## src/rtl/waveform_sender.sv

```systemverilog
// waveform_sender: frames one captured waveform record (header, sequence number, samples, XOR checksum) into UART bytes.
module waveform_sender #(
    parameter int NUM_SAMPLES = 1000,
    parameter int ADDR_W      = 10
) (
    input  logic              sys_clk,
    input  logic              reset_n,
    input  logic              start,
    input  logic [15:0]       wave_number,
    output logic [ADDR_W-1:0] sample_addr,
    input  logic [13:0]       sample_data,
    output logic [7:0]        tx_data,
    output logic              tx_valid,
    input  logic              tx_ready,
    output logic              acquire,
    output logic              busy,
    output logic              done
);
    typedef enum logic [3:0] {
        IDLE, HDR0, HDR1, NUM_HI, NUM_LO, FETCH, SAMP_HI, SAMP_LO, CSUM, FIN
    } stateT;

    localparam logic [ADDR_W-1:0] LAST = ADDR_W'(NUM_SAMPLES - 1);

    stateT             state, stateNext;
    logic [15:0]       waveNum;
    logic [7:0]        csum;
    logic [ADDR_W-1:0] index;
    logic [13:0]       sampleReg;
    logic              fetchWait;

    // tx_valid and tx_data come from registered state only, so they stay put across stalls
    always_comb begin
        stateNext = state;
        tx_valid  = 1'b0;
        tx_data   = 8'h00;
        case (state)
            IDLE:    stateNext = start ? HDR0 : IDLE;
            HDR0:    begin tx_valid = 1'b1; tx_data = 8'hAA;            stateNext = tx_ready ? HDR1 : HDR0; end
            HDR1:    begin tx_valid = 1'b1; tx_data = 8'h55;            stateNext = tx_ready ? NUM_HI : HDR1; end
            NUM_HI:  begin tx_valid = 1'b1; tx_data = waveNum[15:8];    stateNext = tx_ready ? NUM_LO : NUM_HI; end
            NUM_LO:  begin tx_valid = 1'b1; tx_data = waveNum[7:0];     stateNext = tx_ready ? FETCH : NUM_LO; end
            FETCH:   stateNext = fetchWait ? SAMP_HI : FETCH;
            SAMP_HI: begin tx_valid = 1'b1; tx_data = {2'b00, sampleReg[13:8]}; stateNext = tx_ready ? SAMP_LO : SAMP_HI; end
            SAMP_LO: begin
                tx_valid  = 1'b1;
                tx_data   = sampleReg[7:0];
                stateNext = !tx_ready ? SAMP_LO : (index == LAST) ? CSUM : FETCH;
            end
            CSUM:    begin tx_valid = 1'b1; tx_data = csum;             stateNext = tx_ready ? FIN : CSUM; end
            FIN:     stateNext = IDLE;
            default: stateNext = IDLE;
        endcase
    end

    assign busy    = state != IDLE;
    assign acquire = busy && state != FIN;
    assign done    = state == FIN;

    always_ff @(posedge sys_clk) begin
        if (!reset_n) begin
            state       <= IDLE;
            waveNum     <= '0;
            csum        <= '0;
            index       <= '0;
            sample_addr <= '0;
            sampleReg   <= '0;
            fetchWait   <= 1'b0;
        end else begin
            state     <= stateNext;
            fetchWait <= state == FETCH && !fetchWait;
            if (state == IDLE && start) begin
                waveNum <= wave_number;
                csum    <= '0;
                index   <= '0;
            end
            if (tx_valid && tx_ready && state inside {NUM_HI, NUM_LO, SAMP_HI, SAMP_LO})
                csum <= csum ^ tx_data;
            // buffer data for the address set on FETCH entry arrives one cycle later
            if (state == FETCH && fetchWait)
                sampleReg <= sample_data;
            if (state == NUM_LO && tx_ready)
                sample_addr <= index;
            if (state == SAMP_LO && tx_ready && index != LAST) begin
                index       <= index + 1'b1;
                sample_addr <= index + 1'b1;
            end
        end
    end
endmodule

```

## config.mk

```make
export PLATFORM = sky130hd
export DESIGN_NAME = waveform_sender
export DESIGN_NICKNAME = d
export VERILOG_FILES = /design/src/rtl/waveform_sender.sv
export SDC_FILE = /design/constraint.sdc
export NUM_CORES = 1
export LEC_CHECK = 0
export CORE_MARGIN = 3
export CORE_UTILIZATION = 57
export DETAILED_ROUTE_END_ITERATION = 10
export PLACE_DENSITY_LB_ADDON = 0.05
export SLEW_MARGIN = 20
export SYNTH_ARGS = -nofsm -noshare
export SYNTH_HDL_FRONTEND = slang
export SYNTH_SLANG_ARGS = --single-unit
```

## constraint.sdc

```tcl
create_clock -name sys_clk -period 3.17 [get_ports sys_clk]
set_input_delay 0.951 -clock sys_clk [delete_from_list [all_inputs] [get_ports sys_clk]]
set_output_delay 0.951 -clock sys_clk [all_outputs]
set_load 0.02 [all_outputs]
```

==> metrics, run 1 <==
clock sink count=63; Total Routing Usage GR=27.1%; wire length after detailed routing=9050 µm; CP max stage cell=clkdlybuf4s50_1; syn_area_per_cell=8.24 µm²; total negative setup slack=0 ps; Leak=0.00176 µW; clock-pin slew on the worst setup and hold paths=70 ps; Worst Max-Slew Pin Slew=554 ps; Worst path depth=5; slowest cell delay on critical path=540 ps; Post-CTS Setup Bufs=0; worst vdd ir=0.398 mV; Worst Path Buf+Inv=2; sequential area share after synthesis=37.5%; Clk Latency, worst-skew pair=360 ps; Final Total Pwr=1910 µW; dpl ws=107 ps; Top Family by Delay on Critical Path=buffers and inverters; RSZ-0062 raised after global routing=no; proportion of layout cells with a drive suffix above 1=14.9%; TritonRoute pass-1 iters=5; most frequent cells in the layout=dfxtp_1 (59), nand2_1 (50), clkdlybuf4s50_1 (48); Placed Area=4040 µm²; sequence of cells on the critical path=buf_4 -> nand4bb_1 -> a21oi_1 -> a311o_1 -> clkdlybuf4s50_1; chip width=82.8 µm; crit path kind=flip-flop to primary output; clk buf depth=2; #FFs+latches synth=63; Hold Violations, Final=0; clock skew=6.23 ps; outcome=completed; RR Startpoint=index[1]; commonest non-fill, non-tap cell in the layout=dfxtp_1; Worst Path Required=2220 ps; share of the synthesized area in the top cell type=37.5%; WP data arrival=2120 ps; H-tree lvl count=3; PwrDens=444 nW/µm²; worst-path maximum fanout=13; fillers=435; R2R Path End=sample_addr[0]; post-route minimum period=3070 ps; ys async rst share=0%; Antenna Nets Post-Route=0; core area=5610 µm²; synth unique cells=64; IO Port Bufs=55; worst reg-to-reg setup slack=1090 ps; Die Span Y=82.8 µm; DRC errors left=0; Maximum Capacitance Violations=0; vias=3282; Reg2Reg Depth=7; f_max=325 MHz; class of the worst hold path=flip-flop to flip-flop; slew margin rel.=62.7%; initial antenna violation count=0; CP endpoint kind=primary output; cts hold-fix bufs=0; Num CTS Buffers=9; gpl congestion=0.919; register area=1270 µm²; Main synth FF type=dfxtp_1; EDFF count, synth=0; post-DP HPWL=6570 µm; I/O pin count=56; 1st-iter DRT viols=289; Max Slew Vio Count=0; Layout Cells excl Fill=548; beginning of the critical path=state[0]; area leader, netlist=dfxtp_1; WL per Instance=16.5 µm; diodes inserted=0; synthesized instance count=408; worst setup margin=97.0 ps; Nets=507; startpoint types=flip-flop; grt ovf=0; synthesized area=3360 µm²; Starting Density=59.9%; area of the multi-input gates=1910 µm²; Final setup viols=0; Die ar.=6850 µm²; Rows=27; synthesis-to-finish area growth=27.8%; CTS tree=built; fin crit share=96.9%; vias per cell=5.99; pin count of the biggest net entering global routing=30; Root Buffer=clkbuf_8; crit path capture=tx_data[6]; synth warn=0; first-pass GRT wire length=13900 µm; vias in the first global route=2841; ranking of synthesized cells by area=dfxtp_1 (38%), mux2i_1 (6.0%), a21oi_1 (5.7%); fin area=4300 µm²; syn_nets=444; post-placement cell count=532
-- cell type report --
cell class                 count  area share [%]
clock buffer                  10            3.20
clock inverter                 6            2.15
inverter                      10           0.874
multi-input combinational    309            44.4
sequential                    63            29.5
tap                           72            2.10
timing repair buffer          78            17.7
-- per-layer routing --
layer | vias to the layer above | GRT usage, % | share of wire, %
met1 | 1510 | 38.7 | 47
met5 | - | 0 | 0
li1 | 1609 | - | -
met2 | 147 | 40.1 | 44
met4 | 0 | 7.35 | 1.4
met3 | 16 | 7.13 | 7.6
-- through the flow --
step | utilization, % | hold WS, ps
2_1_floorplan | - | 429
3_3_place_gp | 72.0 | 443
3_5_place_dp | 72.0 | 445
4_1_cts | 76.2 | 456
5_1_grt | 76.6 | 477
6_report | 76.6 | 457
-- worst min-delay path by stage --
stage	start	to	slack [ps]	cells after the start
5_1_grt	waveNum[11]	waveNum[11]	480	2
2_1_floorplan	fetchWait	fetchWait	430	1
3_5_place_dp	waveNum[9]	waveNum[9]	450	2
4_1_cts	waveNum[9]	waveNum[9]	460	2
3_3_place_gp	waveNum[9]	waveNum[9]	440	2
6_report	waveNum[8]	waveNum[8]	460	2
-- sequential cells by signal, summed over array words and instances, names as in the netlist --
name and count:
state 4, index 10, sampleReg 14, csum 8, waveNum 16, sample_addr 10
fetchWait 1
-- worst min-delay path, cell delays in order, from the launching register on --
cell and delay [ps]:
dfxtp_1 310, nand2_1 50, a21oi_1 50
-- power by group --
group / leakage [µW] / switching (µW) / total (µW) / internal, µW
logic: 0.00114 / 149 / 276 / 127
registers: 0.000512 / 18.7 / 828 / 810
clock network: 0.000109 / 335 / 802 / 467
-- synth_stat cells (3+ instances only) --
cell type,n
buf_2,8
nand2b_1,9
mux2i_1,20
o22ai_1,4
mux2_2,3
nand3_1,22
o211ai_1,3
dfxtp_1,63
a22oi_1,7
nor3_1,6
clkbuf_1,9
o2111ai_1,3
buf_6,5
nor2_1,32
a21oi_1,38
buf_4,4
a31oi_1,10
inv_1,10
nand3b_1,4
a21o_1,4
and3_1,6
a211oi_1,3
nand2_1,50
nor2b_1,8
o31ai_1,4
o21ai_0,19
nand3_2,3
or2_2,4
-- logic make-up (layout without fill, tap and decap cells) --
kind of cell	after synthesis	after routing	synth area share (%)
DFF	63	63	37.5
buffers and inverters	36	104	5.88
and+or+nand+nor	169	169	26.6
adders and majority gates	2	2	0.744
xor gates and xnor gates	1	1	0.261
muxes	23	23	6.96
AOI/OAI and AO/OA	114	114	22.0
-- timing repair --
| action | in CTS | in global routing |
|---|---|---|
| resized for setup | 6 | 7 |
| endpoints found under the setup margin | 9 | 6 |
| hold endpoints to repair | 0 | 0 |
(Power assumes the default switching activity.)
==> run 2, diff against run 1 <==
--- a/config.mk
+++ b/config.mk
@@ -9,6 +9,7 @@
 export CORE_UTILIZATION = 57
 export DETAILED_ROUTE_END_ITERATION = 10
 export PLACE_DENSITY_LB_ADDON = 0.05
+export SETUP_SLACK_MARGIN = 0.5
 export SLEW_MARGIN = 20
 export SYNTH_ARGS = -nofsm -noshare
 export SYNTH_HDL_FRONTEND = slang
==> metrics, run 2 (synthesized netlist as in run 1, its figures left out) <==
outcome=completed (unchanged); Biggest register=waveNum (unchanged); RR Startpoint=index[1] (unchanged); post-DP HPWL=6570 µm (unchanged); Hold Violations, Final=0 (unchanged); worst-path maximum fanout=13 (unchanged); WL per Instance=17.8 µm (was 16.5 µm); max reg flops=16 (unchanged); DRC errors left=0 (unchanged); crit path kind=flip-flop to primary output (unchanged); Antenna Nets Post-Route=0 (unchanged); Worst Path Required=2220 ps (about the same); Num CTS Buffers=9 (unchanged); worst vdd ir=0.355 mV (was 0.398 mV); Maximum Capacitance Violations=0 (unchanged); beginning of the critical path=state[0] (unchanged); proportion of layout cells with a drive suffix above 1=23.4% (was 14.9%); diodes inserted=0 (unchanged); commonest non-fill, non-tap cell in the layout=dfxtp_1 (unchanged); Final setup viols=0 (unchanged); clock sink count=63 (unchanged); TritonRoute pass-1 iters=5 (unchanged); Starting Density=59.9% (unchanged); post-placement cell count=532 (unchanged); chip width=82.8 µm (unchanged); slew margin rel.=65.4% (was 62.7%); Die Span Y=82.8 µm (unchanged); CP endpoint kind=primary output (unchanged); Root Buffer=clkbuf_8 (unchanged); WP data arrival=1800 ps (was 2120 ps); most frequent cells in the layout=dfxtp_1 (59), nand2_1 (50), clkdlybuf4s50_1 (43) (was dfxtp_1 (59), nand2_1 (50), clkdlybuf4s50_1 (48)); clk buf depth=2 (unchanged); wire length after detailed routing=10000 µm (was 9050 µm); final hold slack=462 ps (was 457 ps); Leak=0.00182 µW (was 0.00176 µW); Worst Max-Slew Pin Slew=519 ps (was 554 ps); vias in the first global route=2920 (was 2841); largest registers=waveNum x16, sampleReg x14 (unchanged); fillers=391 (was 435); fin area=4510 µm² (was 4300 µm²); clock-pin slew on the worst setup and hold paths=70 ps (about the same); dpl ws=107 ps (unchanged); Max Slew Vio Count=0 (unchanged); RSZ-0062 raised after global routing=yes (was no); post-route minimum period=2750 ps (was 3070 ps); vias=3505 (was 3282); total negative setup slack=0 ps (unchanged); area of the multi-input gates=2010 µm² (was 1910 µm²); pin count of the biggest net entering global routing=30 (unchanged); Placed Area=4040 µm² (unchanged); grt ovf=0 (unchanged); 1st-iter DRT viols=450 (was 289); clock skew=7.88 ps (was 6.23 ps); Rows=27 (unchanged); Clk Latency, worst-skew pair=360 ps (about the same); synthesis-to-finish area growth=34.3% (was 27.8%); class of the worst hold path=flip-flop to flip-flop (unchanged); startpoint types=flip-flop (unchanged); fin crit share=86.8% (was 96.9%); I/O pin count=56 (unchanged); gpl congestion=0.919 (unchanged); CTS tree=built (unchanged); Hold Startpoint=waveNum[8] (unchanged); core area=5610 µm² (unchanged); IO Port Bufs=55 (unchanged); worst setup margin=417 ps (was 97.0 ps); register area=1280 µm² (was 1270 µm²); PwrDens=432 nW/µm² (was 444 nW/µm²); H-tree lvl count=3 (unchanged); vias per cell=6.21 (was 5.99); f_max=363 MHz (was 325 MHz); first-pass GRT wire length=14300 µm (was 13900 µm); Die ar.=6850 µm² (unchanged); initial antenna violation count=0 (unchanged); Nets=523 (was 507); Total Routing Usage GR=27.9% (was 27.1%); Layout Cells excl Fill=564 (was 548)
run 2: cell types whose count changed in the layout (fill, tap and decap cells not counted), sizes merged:
| cell | delta |
|---|---|
| dlymetal6s2s | -5 |
| clkdlybuf4s50 | -5 |
| inv | -1 |
| buf | +25 |
| clkinvlp | +1 |
| clkbuf | +1 |
run 2: path summary, 6_finish.rpt:
kind              slack [ps]  cells past startpoint              to
setup reg to reg        1100                      7  sample_addr[0]
hold reg to reg          460                      2      waveNum[8]
setup / recovery         420                      5         acquire
hold / removal           460                      2      waveNum[8]
run 2: critical path: stages, from the launching register on:
cell           delay, ps
dfxtp_4              440
clkinvlp_4           200
nor2_2               220
and2_1               220
a21oi_1               50
dlygate4sd2_1        320
run 2: cell type report:
cell class | count | share of cell area (%)
Tap cell | 72 | 2.00
Multi-Input combinational cell | 309 | 44.6
Clock buffer | 10 | 3.05
Clock inverter | 6 | 2.05
Inverter | 10 | 0.915
Timing Repair Buffer | 94 | 19.1
Sequential cell | 63 | 28.3
run 2: stage by stage:
| step | util [%] | total power [µW] |
|---|---|---|
| after floorplan | - | 993 |
| after global routing | 80.5 | 2020 |
| after CTS | 77.3 | 1920 |
| final | 80.5 | 1950 |
| after detailed placement | 72.0 | 1120 |
| after global placement | 72.0 | 1120 |
run 2: timing repair:
action	4_1_cts	5_1_grt
setup buffers	8	8
cloned	0	0
pin swaps	2	6
endpoints found under the setup margin	12	13
hold buffers	0	0
endpoints found under the hold margin	0	0
gates resized for setup	52	41
run 2: report_power, final:
group,switching [µW],internal [µW]
registers,19.8,808
logic,170,147
clock network,338,468
total,527,1420
run 2: layer usage:
metal	part of all wire (%)	global-route usage, %
met5	0	0
met4	2.0	7.35
met3	11	7.56
met2	44	42.2
met1	43	39.2
==> run 3, diff against run 2 <==
--- a/config.mk
+++ b/config.mk
@@ -7,6 +7,7 @@
 export LEC_CHECK = 0
 export CORE_MARGIN = 3
 export CORE_UTILIZATION = 57
+export CTS_CLUSTER_DIAMETER = 30
 export DETAILED_ROUTE_END_ITERATION = 10
 export PLACE_DENSITY_LB_ADDON = 0.05
 export SETUP_SLACK_MARGIN = 0.5
==> results of run 3 <==
Final layout, timing and power as in run 2 (identical DEF).
